`config.mk`:
```
export PLATFORM = sky130hd
export DESIGN_NAME = alu_ctrl_decoder
export DESIGN_NICKNAME = d
export VERILOG_FILES = /design/src/rtl/alu_ctrl_decoder.sv
export SDC_FILE = /design/constraint.sdc
export NUM_CORES = 1
export LEC_CHECK = 0
export ABC_AREA = 1
export CAP_MARGIN = 20
export CORE_UTILIZATION = 43
export DETAILED_ROUTE_END_ITERATION = 10
export GPL_ROUTABILITY_DRIVEN = 0
export GPL_TIMING_DRIVEN = 1
export PLACE_DENSITY = 0.76
export SETUP_SLACK_MARGIN = 0.2
export SLEW_MARGIN = 20
export SYNTH_ARGS = -nofsm -noshare
export SYNTH_HDL_FRONTEND = slang
export SYNTH_SLANG_ARGS = --single-unit
```
`constraint.sdc`:
```
create_clock -name CLK -period 3.9 [get_ports CLK]
set_clock_uncertainty 0.2 [all_clocks]
set_input_delay 0.78 -clock CLK [delete_from_list [all_inputs] [get_ports CLK]]
set_output_delay 0.78 -clock CLK [all_outputs]
set_load 0.02 [all_outputs]
```
`src/rtl/alu_ctrl_decoder.sv`:
```
// RV32I decode stage for the integer ALU: registered entry with valid/ready on both sides.
// Optional 2-entry skid buffer with registered INSTR_READY when ALU_DEC_SKID_EN is defined.
module alu_ctrl_decoder #(
  parameter int DATA_WIDTH = 32,
  parameter int REG_ADDR_W = 5
) (
  input  logic                  CLK,
  input  logic                  RESET,
  input  logic                  FLUSH,
  input  logic                  INSTR_VALID,
  input  logic [DATA_WIDTH-1:0] INSTR,
  output logic                  INSTR_READY,
  output logic                  OUT_VALID,
  input  logic                  OUT_READY,
  output logic [2:0]            OUT_SELECT,
  output logic                  OUT_ROTATE,
  output logic                  OUT_NEG_B,
  output logic                  OUT_USE_IMM,
  output logic [DATA_WIDTH-1:0] OUT_IMM,
  output logic [REG_ADDR_W-1:0] OUT_RS1,
  output logic [REG_ADDR_W-1:0] OUT_RS2,
  output logic [REG_ADDR_W-1:0] OUT_RD,
  output logic                  OUT_REG_WRITE,
  output logic                  OUT_MEM_READ,
  output logic                  OUT_MEM_WRITE,
  output logic                  OUT_BRANCH,
  output logic                  OUT_BNE,
  output logic                  OUT_ILLEGAL
);

  localparam logic [6:0] OPC_OP     = 7'b0110011;
  localparam logic [6:0] OPC_OP_IMM = 7'b0010011;
  localparam logic [6:0] OPC_LOAD   = 7'b0000011;
  localparam logic [6:0] OPC_STORE  = 7'b0100011;
  localparam logic [6:0] OPC_LUI    = 7'b0110111;
  localparam logic [6:0] OPC_BRANCH = 7'b1100011;
  localparam logic [6:0] F7_BASE    = 7'h00;
  localparam logic [6:0] F7_ALT     = 7'h20;

  typedef struct packed {
    logic [2:0]            sel;
    logic                  rot;
    logic                  neg_b;
    logic                  use_imm;
    logic [DATA_WIDTH-1:0] imm;
    logic [REG_ADDR_W-1:0] rs1;
    logic [REG_ADDR_W-1:0] rs2;
    logic [REG_ADDR_W-1:0] rd;
    logic                  reg_write;
    logic                  mem_read;
    logic                  mem_write;
    logic                  branch;
    logic                  bne;
    logic                  illegal;
  } dec_t;

  typedef enum logic [1:0] {EMPTY, FULL, SKID} state_t;

  function automatic dec_t decode(input logic [DATA_WIDTH-1:0] ins);
    dec_t                  d;
    logic [2:0]            f3;
    logic [6:0]            f7;
    logic                  ok;
    logic                  is_reg;
    logic                  f7_ok;
    logic [DATA_WIDTH-1:0] imm_i;
    logic [DATA_WIDTH-1:0] shamt;
    d      = '0;
    f3     = ins[14:12];
    f7     = ins[31:25];
    ok     = 1'b1;
    is_reg = ins[5];
    f7_ok  = (f7 == F7_BASE);
    imm_i  = {{(DATA_WIDTH-12){ins[31]}}, ins[31:20]};
    shamt  = {{(DATA_WIDTH-5){1'b0}}, ins[24:20]};
    d.rs1  = REG_ADDR_W'(ins[19:15]);
    d.rs2  = REG_ADDR_W'(ins[24:20]);
    d.rd   = REG_ADDR_W'(ins[11:7]);
    case (ins[6:0])
      OPC_OP, OPC_OP_IMM: begin
        // OP and OP-IMM share the funct3 map; bit 5 of the opcode tells them apart
        d.reg_write = 1'b1;
        d.use_imm   = !is_reg;
        d.imm       = is_reg ? '0 : imm_i;
        case (f3)
          3'b000: begin d.sel = 3'd1; d.neg_b = is_reg & (f7 == F7_ALT);
                        ok = !is_reg | f7_ok | (f7 == F7_ALT); end
          3'b111: begin d.sel = 3'd2; ok = !is_reg | f7_ok; end
          3'b110: begin d.sel = 3'd3; ok = !is_reg | f7_ok; end
          3'b100: begin d.sel = 3'd4; ok = !is_reg | f7_ok; end
          3'b001: begin d.sel = 3'd7; ok = f7_ok;
                        if (!is_reg) d.imm = shamt; end
          3'b101: begin d.sel = 3'd6; d.rot = (f7 == F7_ALT); ok = f7_ok | (f7 == F7_ALT);
                        if (!is_reg) d.imm = shamt; end
          default: ok = 1'b0;
        endcase
      end
      OPC_LOAD: begin
        d.sel = 3'd1; d.use_imm = 1'b1; d.imm = imm_i;
        d.mem_read = 1'b1; d.reg_write = 1'b1;
      end
      OPC_STORE: begin
        d.sel = 3'd1; d.use_imm = 1'b1; d.mem_write = 1'b1;
        d.imm = {{(DATA_WIDTH-12){ins[31]}}, ins[31:25], ins[11:7]};
      end
      OPC_LUI: begin
        d.sel = 3'd0; d.use_imm = 1'b1; d.reg_write = 1'b1;
        d.imm = {ins[DATA_WIDTH-1:12], 12'b0};
      end
      OPC_BRANCH: begin
        // equality is resolved from the ALU ZERO flag, so DATA2 is passed through
        d.sel = 3'd0; d.branch = 1'b1; d.bne = f3[0]; ok = (f3[2:1] == 2'b00);
        d.imm = {{(DATA_WIDTH-12){ins[31]}}, ins[7], ins[30:25], ins[11:8], 1'b0};
      end
      default: ok = 1'b0;
    endcase
    if (!ok) begin
      d         = '0;
      d.illegal = 1'b1;
    end else if (ins[11:7] == 5'd0) begin
      d.reg_write = 1'b0;
    end
    return d;
  endfunction

  // Stage p0: combinational decode of the incoming word
  dec_t   dec_p0;
  logic   acc_p0;
  assign dec_p0 = decode(INSTR);
  assign acc_p0 = INSTR_VALID & INSTR_READY;

  // Stage p1: held entry, plus skid entry in the buffered build
  state_t state_q, state_d;
  dec_t   data_p1;
  dec_t   out_p1;
  logic   vld_p1;
  logic   cons_p1;
  logic   ld_main;
`ifdef ALU_DEC_SKID_EN
  dec_t   data_sk;
  logic   ld_skid;
  logic   ld_from_skid;
  logic   rdy_q;
`endif

  assign vld_p1  = (state_q != EMPTY);
  assign cons_p1 = vld_p1 & OUT_READY;

  always_comb begin
    state_d = state_q;
    ld_main = 1'b0;
`ifdef ALU_DEC_SKID_EN
    ld_skid      = 1'b0;
    ld_from_skid = 1'b0;
`endif
    case (state_q)
      EMPTY: if (acc_p0) begin ld_main = 1'b1; state_d = FULL; end
      FULL: begin
        if (cons_p1) begin
          if (acc_p0) ld_main = 1'b1;
          else        state_d = EMPTY;
        end
`ifdef ALU_DEC_SKID_EN
        else if (acc_p0) begin
          ld_skid = 1'b1;
          state_d = SKID;
        end
`endif
      end
`ifdef ALU_DEC_SKID_EN
      SKID: if (cons_p1) begin ld_from_skid = 1'b1; state_d = FULL; end
`endif
      default: state_d = EMPTY;
    endcase
    if (FLUSH) state_d = EMPTY;
  end

  always_ff @(posedge CLK) begin
    if (RESET) state_q <= EMPTY;
    else       state_q <= state_d;
  end

  always_ff @(posedge CLK) begin
`ifdef ALU_DEC_SKID_EN
    if (ld_from_skid) data_p1 <= data_sk;
    else if (ld_main) data_p1 <= dec_p0;
    if (ld_skid)      data_sk <= dec_p0;
`else
    if (ld_main)      data_p1 <= dec_p0;
`endif
  end

`ifdef ALU_DEC_SKID_EN
  always_ff @(posedge CLK) begin
    if (RESET) rdy_q <= 1'b1;
    else       rdy_q <= (state_d != SKID);
  end
  assign INSTR_READY = !RESET & (rdy_q | FLUSH);
`else
  assign INSTR_READY = !RESET & ((state_q == EMPTY) | OUT_READY | FLUSH);
`endif

  // Invalid entries present all-zero controls; data registers need no reset
  assign out_p1        = vld_p1 ? data_p1 : '0;
  assign OUT_VALID     = vld_p1;
  assign OUT_SELECT    = out_p1.sel;
  assign OUT_ROTATE    = out_p1.rot;
  assign OUT_NEG_B     = out_p1.neg_b;
  assign OUT_USE_IMM   = out_p1.use_imm;
  assign OUT_IMM       = out_p1.imm;
  assign OUT_RS1       = out_p1.rs1;
  assign OUT_RS2       = out_p1.rs2;
  assign OUT_RD        = out_p1.rd;
  assign OUT_REG_WRITE = out_p1.reg_write;
  assign OUT_MEM_READ  = out_p1.mem_read;
  assign OUT_MEM_WRITE = out_p1.mem_write;
  assign OUT_BRANCH    = out_p1.branch;
  assign OUT_BNE       = out_p1.bne;
  assign OUT_ILLEGAL   = out_p1.illegal;

endmodule

```
After elaboration in Yosys (flattened, before gate mapping)
Index checks and enable logic that the tools add are counted.
Word-level totals
  word-level logic and storage cells: 83
  output and inout bits: 61
  flip-flop bits (word level): 61
  bits of input ports: 37
Operators by class
  bitwise operators: 10
  reductions and logical operators: 20
  eq/ne operators: 16
  muxes and demuxes: 22
Operators with widths (count)
  $pmux 32 s5: 1
  $mux 32: 3
  $mux 59: 1
  $eq 7x6->1 const B: 4
  $pmux 3 s6: 1
  $eq 3x3->1 const B: 4
  $reduce_or 2->1: 5
  $reduce_and 3->1: 3
  $mux 2: 4
  $eq 7x2->1 const B: 1
  $eq 7x5->1 const B: 1
  $eq 7x7->1 const B: 1
  $logic_not 7->1: 1
  $mux 1: 6
  $ne 2x2->1 const B: 3
  $pmux 3 s2: 1
  $reduce_or 3->1: 2
  $logic_not 5->1: 1
  $or 1x1->1: 5
  $and 1x1->1: 4
  $logic_not 2->1: 2
  $pmux 1 s2: 2
  $pmux 1 s4: 1
  $pmux 2 s2: 1
  other kinds (9): 10

Longest topological paths before layout
  word-level depth: 8
  gate-level depth with buffers: 12
  gate-level depth less buffers: 11

Worst setup path after synthesis
No wires, ideal clock.
  path type: input -> register
  start point: input port OUT_READY
  end point: register data_p1[0] in the netlist's numbering, enable pin
  arrival time: 3.796 ns
  data required time: 3.224 ns
  slack: -0.572 ns
  setup time: 0.476 ns
  buffers on the path: 0
  stages: 4
  cell sequence: nor2_1 > a21oi_1 > nand2_1 > nor2_1
On the way
  cells in the longest elaborated chain, start to end: 7
  elaborated cells on any way between the ends: 8
  classes of those cells: 3 x mux; 5 x bitwise
RTL lines
  start: declaration: RTL line 14  | input logic OUT_READY,
  $or 1x1->1 * (2 in series): RTL line 200  | assign INSTR_READY = !RESET & ((state_q == EMPTY) | OUT_READY | FLUSH);
  $and 1x1->1 *: RTL line 200
  via INSTR_READY: RTL line 12  | output logic INSTR_READY,
  $and 1x1->1 *: RTL line 130  | assign acc_p0 = INSTR_VALID & INSTR_READY;
  $mux 1 *: RTL line 157, 160
  $mux 1: RTL line 159  | if (cons_p1) begin
  $pmux 1 s2 *: RTL line 156  | case (state_q)
  via ld_main: RTL line 138  | logic ld_main;
  end signal: assignment: RTL line 189  | if (ld_main) data_p1 <= dec_p0;
  end: declaration: RTL line 134  | dec_t data_p1;
Mark *: on every way through the listed nets, which the timed path passes. The rest lies on a longest branch.
A chain may end at the register's enable or synchronous reset.

Worst setup path after layout
  start point: input port OUT_READY
  end point: output port INSTR_READY
On the way
  cells in the longest elaborated chain, start to end: 3
RTL lines (RTL line)
  $or 1x1->1 (2 in series): 200
  $and 1x1->1: 200
  end: declaration: 12
No other way between the ends.

==> reports/qor.csv <==
stage;metric;value;unit
layout;final_cells;630;
synth;synth_warnings;0;
clock_tree;cts_resized;0;
global_route;grt_pass1_vias;2833;
layout;fin_nets;560;
clock_tree;tritoncts;done;
floorplan;die_w;91.39;um
synth;yosys.cell_types.count;26;
global_route;overflow;0;
drt;ant_nets;0;
global_route;antenna_found_initial;0;
clock_tree;hold_buffers;0;
clock_tree;clk_pin_slew_worst_paths;0.06;ns
clock_tree;cts_max_path_buffers;2;
setup_path;cp_num_buf_inv;2;
layout;final_core_util;0.6002;
floorplan;core;7727;um2
layout;diodes;0;
global_route;grt_pass1_wl;13210;um
setup_path;slowest_stage;clkdlybuf4s50_1;
setup_path;path_common_cell;clkdlybuf4s50_1;
setup_path;worst-path-max-fanout;3;
sta;slew_headroom;0.5086;
drt;wl_per_cell;12.49;um
setup_path;cp_cell_sequence;clkdlybuf4s50_1 > nor2_1 > a21oi_1 > clkdlybuf4s50_1;
synth;synthesis.instances;427;
drt;drt_wl_total;7866;um
setup_path;crit_path_end_kind;output port;
setup_path;r2r-end;data_p1[58];
layout;area_growth;35.00;%
synth;synth_seq_area_share;0.5215;
setup_path;cp.arrival;2.17;ns
clock_tree;cts_root_buf;clkbuf_8;
synth;syn_nets;464;
clock_tree;cts_setup_buffers;0;
pwr;p_leak;2.069;nW
global_route;grt_usage;0.2024;
setup_path;worstSetupStartpointType;primary input;
place;dp_hpwl;5757;um
drt;viasPerCell;4.789;
global_route;grt_max_degree;60;
sta;finalSetupViolCount;0;
setup_path;cp_top_family;buffers and inverters;
sta;fin_setup_tns;0;ns
clock_tree;cts_sinks;60;
sta;hold_violations;0;
place;portBuffers;97;
floorplan;initial_core_util;0.4446;
pwr;p_per_area;307.1;nW/um2
setup_path;rr_worst_depth;6;
sta;period_share;0.8069;
floorplan;dieHeight;91.39;um
sta;fmax;0.3178;GHz
synth;syn_area;3436;um2
layout;nFillCells;679;
sta;worstMarginPinSlew;0.7371;ns
layout;multiInputGateArea;1196;um2
sta;whs;0.5093;ns
min_path;min_to;state_q[0];
synth;syn_avg_cell_area;8.046;um2
sta;drv_slew;0;
floorplan;die_area;8352;um2
clock_tree;cts_buffers;9;
floorplan;row_count;32;
layout;seqCellArea;1793;um2
clock_tree;htree_num_levels;3;
floorplan;io_pins;98;
min_path;hold_depth;4;
flow_run;maxCapViolCount;0;
setup_path;reg2reg_slack;1.78;ns
setup_path;critical_path_required;2.92;ns
run_status;status;completed;
setup_path;cpPeakStageDelay;0.57;ns
layout;drive_gt1_frac;0.1061;
min_path;hold_class;reg -> reg;
min_path;min_from;state_q[0];
sta;rsz0062_at_grt;no;
sta;period_minus_slack;3.147;ns
drt;dr.first_iter.drc_count;235;
drt;first_pass_iters;5;
pwr;peakVddDrop;0.0002086;V
setup_path;crit_type;in -> out;
synth;ys_ff_latch;60;
setup_path;r2r_start;state_q[0];
clock_tree;clk_latency;0.34;ns
drt;num_vias;3017;
place;dp_cells;614;
drt;post-route-drc-count;0;
-- sequential cells by signal, indices dropped and copies added, names as in the netlist --
name / count
data_p1: 59
state_q: 1
-- worst min-delay path, stage by stage, from the launching register on --
cell and delay [ns]:
dfxtp_2 0.38, inv_1 0.07, nor2_1 0.08, nor2_1 0.09, nor3_1 0.05
-- through the flow --
step	setup WS (ns)	cell area, um2	total power (W)
floorplan	0.3813	3438	0.0008691
global placement	0.5830	4487	0.0009791
detailed placement	0.4701	4487	0.0009838
CTS	0.7468	4638	0.001428
global route	0.6055	4638	0.001477
finish	0.7530	4638	0.001425
-- layer usage --
metal / wire, um / vias to the layer above / track usage
met2: 3768 / 135 / 0.3315
met1: 3461 / 1358 / 0.2615
li1: - / 1512 / -
met4: 178 / 0 / 0.09788
met5: 0 / - / 0
met3: 458 / 12 / 0.03099
-- final cells by class --
class,instances,area share
repair buffers,103,0.2217
clock inverters,4,0.003507
multi-input cells,258,0.2579
clock buffers,12,0.02913
flip-flops and latches,60,0.3866
well taps,102,0.02752
inverters,91,0.07364
-- kinds of logic after synthesis --
family                 Yosys count  share of synthesized area
flip-flops                      60                     0.5215
AND/OR/NAND/NOR                232                     0.3048
buffers and inverters          109                     0.1326
AO/OA/AOI/OAI                   26                    0.04115
-- layout by cell type, fill, tap and decap left out --
| cell type | synthesis | routed |
|---|---|---|
| clkbuf_8 | 0 | 9 |
| buf_4 | 1 | 5 |
| nor2_4 | 1 | 2 |
| nor2_1 | 64 | 63 |
| nand2_2 | 4 | 4 |
| nand3b_1 | 1 | 1 |
| o21a_1 | 1 | 1 |
| a21boi_1 | 1 | 1 |
| buf_12 | 0 | 1 |
| nor3_1 | 10 | 10 |
| nand3_1 | 28 | 28 |
| clkinv_2 | 0 | 1 |
| a21oi_1 | 3 | 3 |
| nand4_1 | 3 | 3 |
| nor2_2 | 24 | 24 |
| inv_1 | 86 | 86 |
| clkdlybuf4s50_1 | 0 | 97 |
| o211ai_1 | 1 | 1 |
| edfxtp_1 | 59 | 59 |
| inv_2 | 5 | 5 |
| o21ai_0 | 19 | 19 |
| nor3_4 | 3 | 3 |
| dfxtp_2 | 0 | 1 |
| a21oi_2 | 1 | 1 |
| nand2_1 | 93 | 93 |
| clkinv_1 | 0 | 3 |
| nor4_1 | 1 | 1 |
| clkbuf_1 | 7 | 3 |
-- cells in the mapped netlist --
cell type,n,area share
dfxtp_1,1,0.0058
buf_4,1,0.0022
a21oi_1,3,0.0044
buf_2,4,0.0058
nand4_1,3,0.0055
buf_1,1,0.0011
nor3_4,3,0.014
nand3b_1,1,0.0022
clkbuf_1,7,0.0076
o211ai_1,1,0.0022
inv_2,5,0.0055
nor4_1,1,0.0018
nand3_1,28,0.041
nor3_1,10,0.015
nand2_2,4,0.0073
nor2_1,64,0.070
a21oi_2,1,0.0025
inv_1,86,0.094
a21boi_1,1,0.0022
nand2_1,93,0.10
o21ai_0,19,0.028
nor2_4,1,0.0033
nor2_2,24,0.044
buf_6,5,0.016
o21a_1,1,0.0022
edfxtp_1,59,0.52
-- where the power goes --
part / switching [W] / internal, W
Sequential: 0.0000108 / 0.000742
Combinational: 0.000124 / 0.0000939
Clock: 0.000231 / 0.000223
-- worst max-delay path by stage --
stage	startpoint	end	slack [ns]	cells past startpoint
after floorplan	OUT_READY	data_p1[0]	0.38	4
final	OUT_READY	INSTR_READY	0.75	4
after global placement	INSTR[5]	data_p1[34]	0.58	10
after CTS	OUT_READY	INSTR_READY	0.75	4
after detailed placement	INSTR[5]	data_p1[30]	0.47	10
after global routing	INSTR[5]	data_p1[33]	0.61	10
Power figures use the tool's default switching activity.
==> RTL edit: new RTL, config.mk and constraints unchanged <==
`DATA_WIDTH`: 32 -> 40.
--- a/src/rtl/alu_ctrl_decoder.sv
+++ b/src/rtl/alu_ctrl_decoder.sv
@@ -3,3 +3,3 @@
 module alu_ctrl_decoder #(
-  parameter int DATA_WIDTH = 32,
+  parameter int DATA_WIDTH = 40,
   parameter int REG_ADDR_W = 5
Ports: changed (resized INSTR and OUT_IMM); port bits go from 98 to 114. No check against the original RTL was run, so the function may have changed too.
==> RTL edit against the original RTL <==
  * Sequential cell count grew 8
  * Die area grew 19%
  * Clock power grew 26%
  * Combinational power grew 13%
  * Routed wire length grew 24%
  * Area after synthesis grew 19%
  * Sequential power grew 13%
  * Design area grew 18%
  * Worst setup slack lost 0.031 ns
  * Count of clock-buffer cells in the layout shrank 2
  * Non-clock buffer count grew 16
  * Power grew 17%
  * Critical path depth is the same
==> RTL edit: results (changes against the original RTL) <==
[cells_and_area]
fill_cells=823  ; was 679

[power_and_ir_drop]
clockPowerShare_pct=34.2  ; was 31.9%
p_int_mw=1.25  ; was 1.06 mW
total_leakage_power_nw=2.66  ; was 2.07 nW
irDropWorstVdd_mv=0.197  ; was 0.209 mV
power_mw=1.67  ; was 1.42 mW

[clock_network]
cts.clk_slew.worst_paths_ns=0.08  ; was 0.06 ns

[drt]
drt_iter0_markers=189  ; was 235
wl_met2_um=5070  ; was 3770 um
wl_met1_um=4010  ; was 3460 um
dr_total_vias=3444  ; was 3017
wl_per_cell_um=13.4  ; was 12.5 um
wl_met3_um=440  ; was 458 um

[die]
fp.dieW_um=99.5  ; was 91.4 um

[logic_synthesis]
synth-edff-count=67  ; was 59
avgSynthCellArea_um2=8.33  ; was 8.05 um2
synth_compound_area_share_pct=6.61  ; was 4.12%
synth-seq-area-share_pct=49.7  ; was 52.1%
synth_commonest_cells=117 x nand2_1, 107 x inv_1, 67 x edfxtp_1, 37 x nand3_1, 31 x nand4_1  ; was 93 x nand2_1, 86 x inv_1, 64 x nor2_1, 59 x edfxtp_1, 28 x nand3_1
synth_cell_types=30  ; was 26
synth_nets=536  ; was 464

[global_route]
grt_pass1_vias=3272  ; was 2833
grt_use_met3_pct=2.74  ; was 3.10%
grt_first_pass_wirelength_um=15700  ; was 13200 um
grt_use_total_pct=20.3  ; was 20.2%
grt_max_degree=68  ; was 60
grt_use_met1_pct=24.3  ; was 26.2%

[worst_setup_path]
critical_path.max_fanout=2  ; was 3
cp_data_arrival_time_ns=2.20  ; was 2.17 ns

[placed_design]
port-buffer-count=113  ; was 97
post_dp_cell_area_um2=5270  ; was 4490 um2
hpwl_um=6690  ; was 5760 um

[outcome]
status=finished, final reports clean  ; unchanged

[RTL edit: cell count changes after synthesis, sizes merged, moves of 7 or more]
cell	unedited run	this run
nor2	89	21
nand2	97	132
inv	91	119
nand4	3	31
a21oi	4	28
o21ai	19	2
buf	11	24
nand3	28	40
a21boi	1	11
edfxtp	59	67
nor3	13	6
[RTL edit: per-stage QoR]
| stage | setup WS [ns] | cells | util, % |
|---|---|---|---|
| 2_1_floorplan | 0.854 | 491 | - |
| 3_3_place_gp | 0.823 | 709 | 57.0 |
| 5_1_grt | 0.596 | 725 | 59.1 |
| 6_report | 0.722 | 725 | 59.1 |
| 4_1_cts | 0.741 | 725 | 59.1 |
| 3_5_place_dp | 0.742 | 709 | 57.0 |
[RTL edit: cell type report]
cell class	count	area (um2)	share of cell area, %
tap	129	161	2.96
clock buffer	10	128	2.34
clock inverter	6	65.1	1.19
inverter	119	449	8.23
timing repair buffer	119	1200	22.0
sequential	68	2030	37.2
multi-input combinational	274	1420	26.0
[RTL edit: cells by family (layout without fill, tap and decap cells)]
kind of cell    after synthesis  count (layout)
simple gates                232             232
flops                        68              68
compound gates               42              42
buf+inv                     149             254
[RTL edit: worst paths after layout]
kind,slack (ns),end,start,cells after the start
worst max-delay path,0.72,INSTR_READY,FLUSH,4
worst min-delay path,0.70,state_q[0]$_SDFFE_PP0P_,state_q[0]$_SDFFE_PP0P_,4
worst max register to register,1.72,data_p1[29]$_SDFFCE_PP0P_,state_q[0]$_SDFFE_PP0P_,6
worst min register to register,0.70,state_q[0]$_SDFFE_PP0P_,state_q[0]$_SDFFE_PP0P_,4
[RTL edit: worst max-delay path: stages]
cell	delay, ns
clkdlybuf4s50_1	0.49
inv_1	0.06
a21oi_1	0.22
clkdlybuf4s50_1	0.65
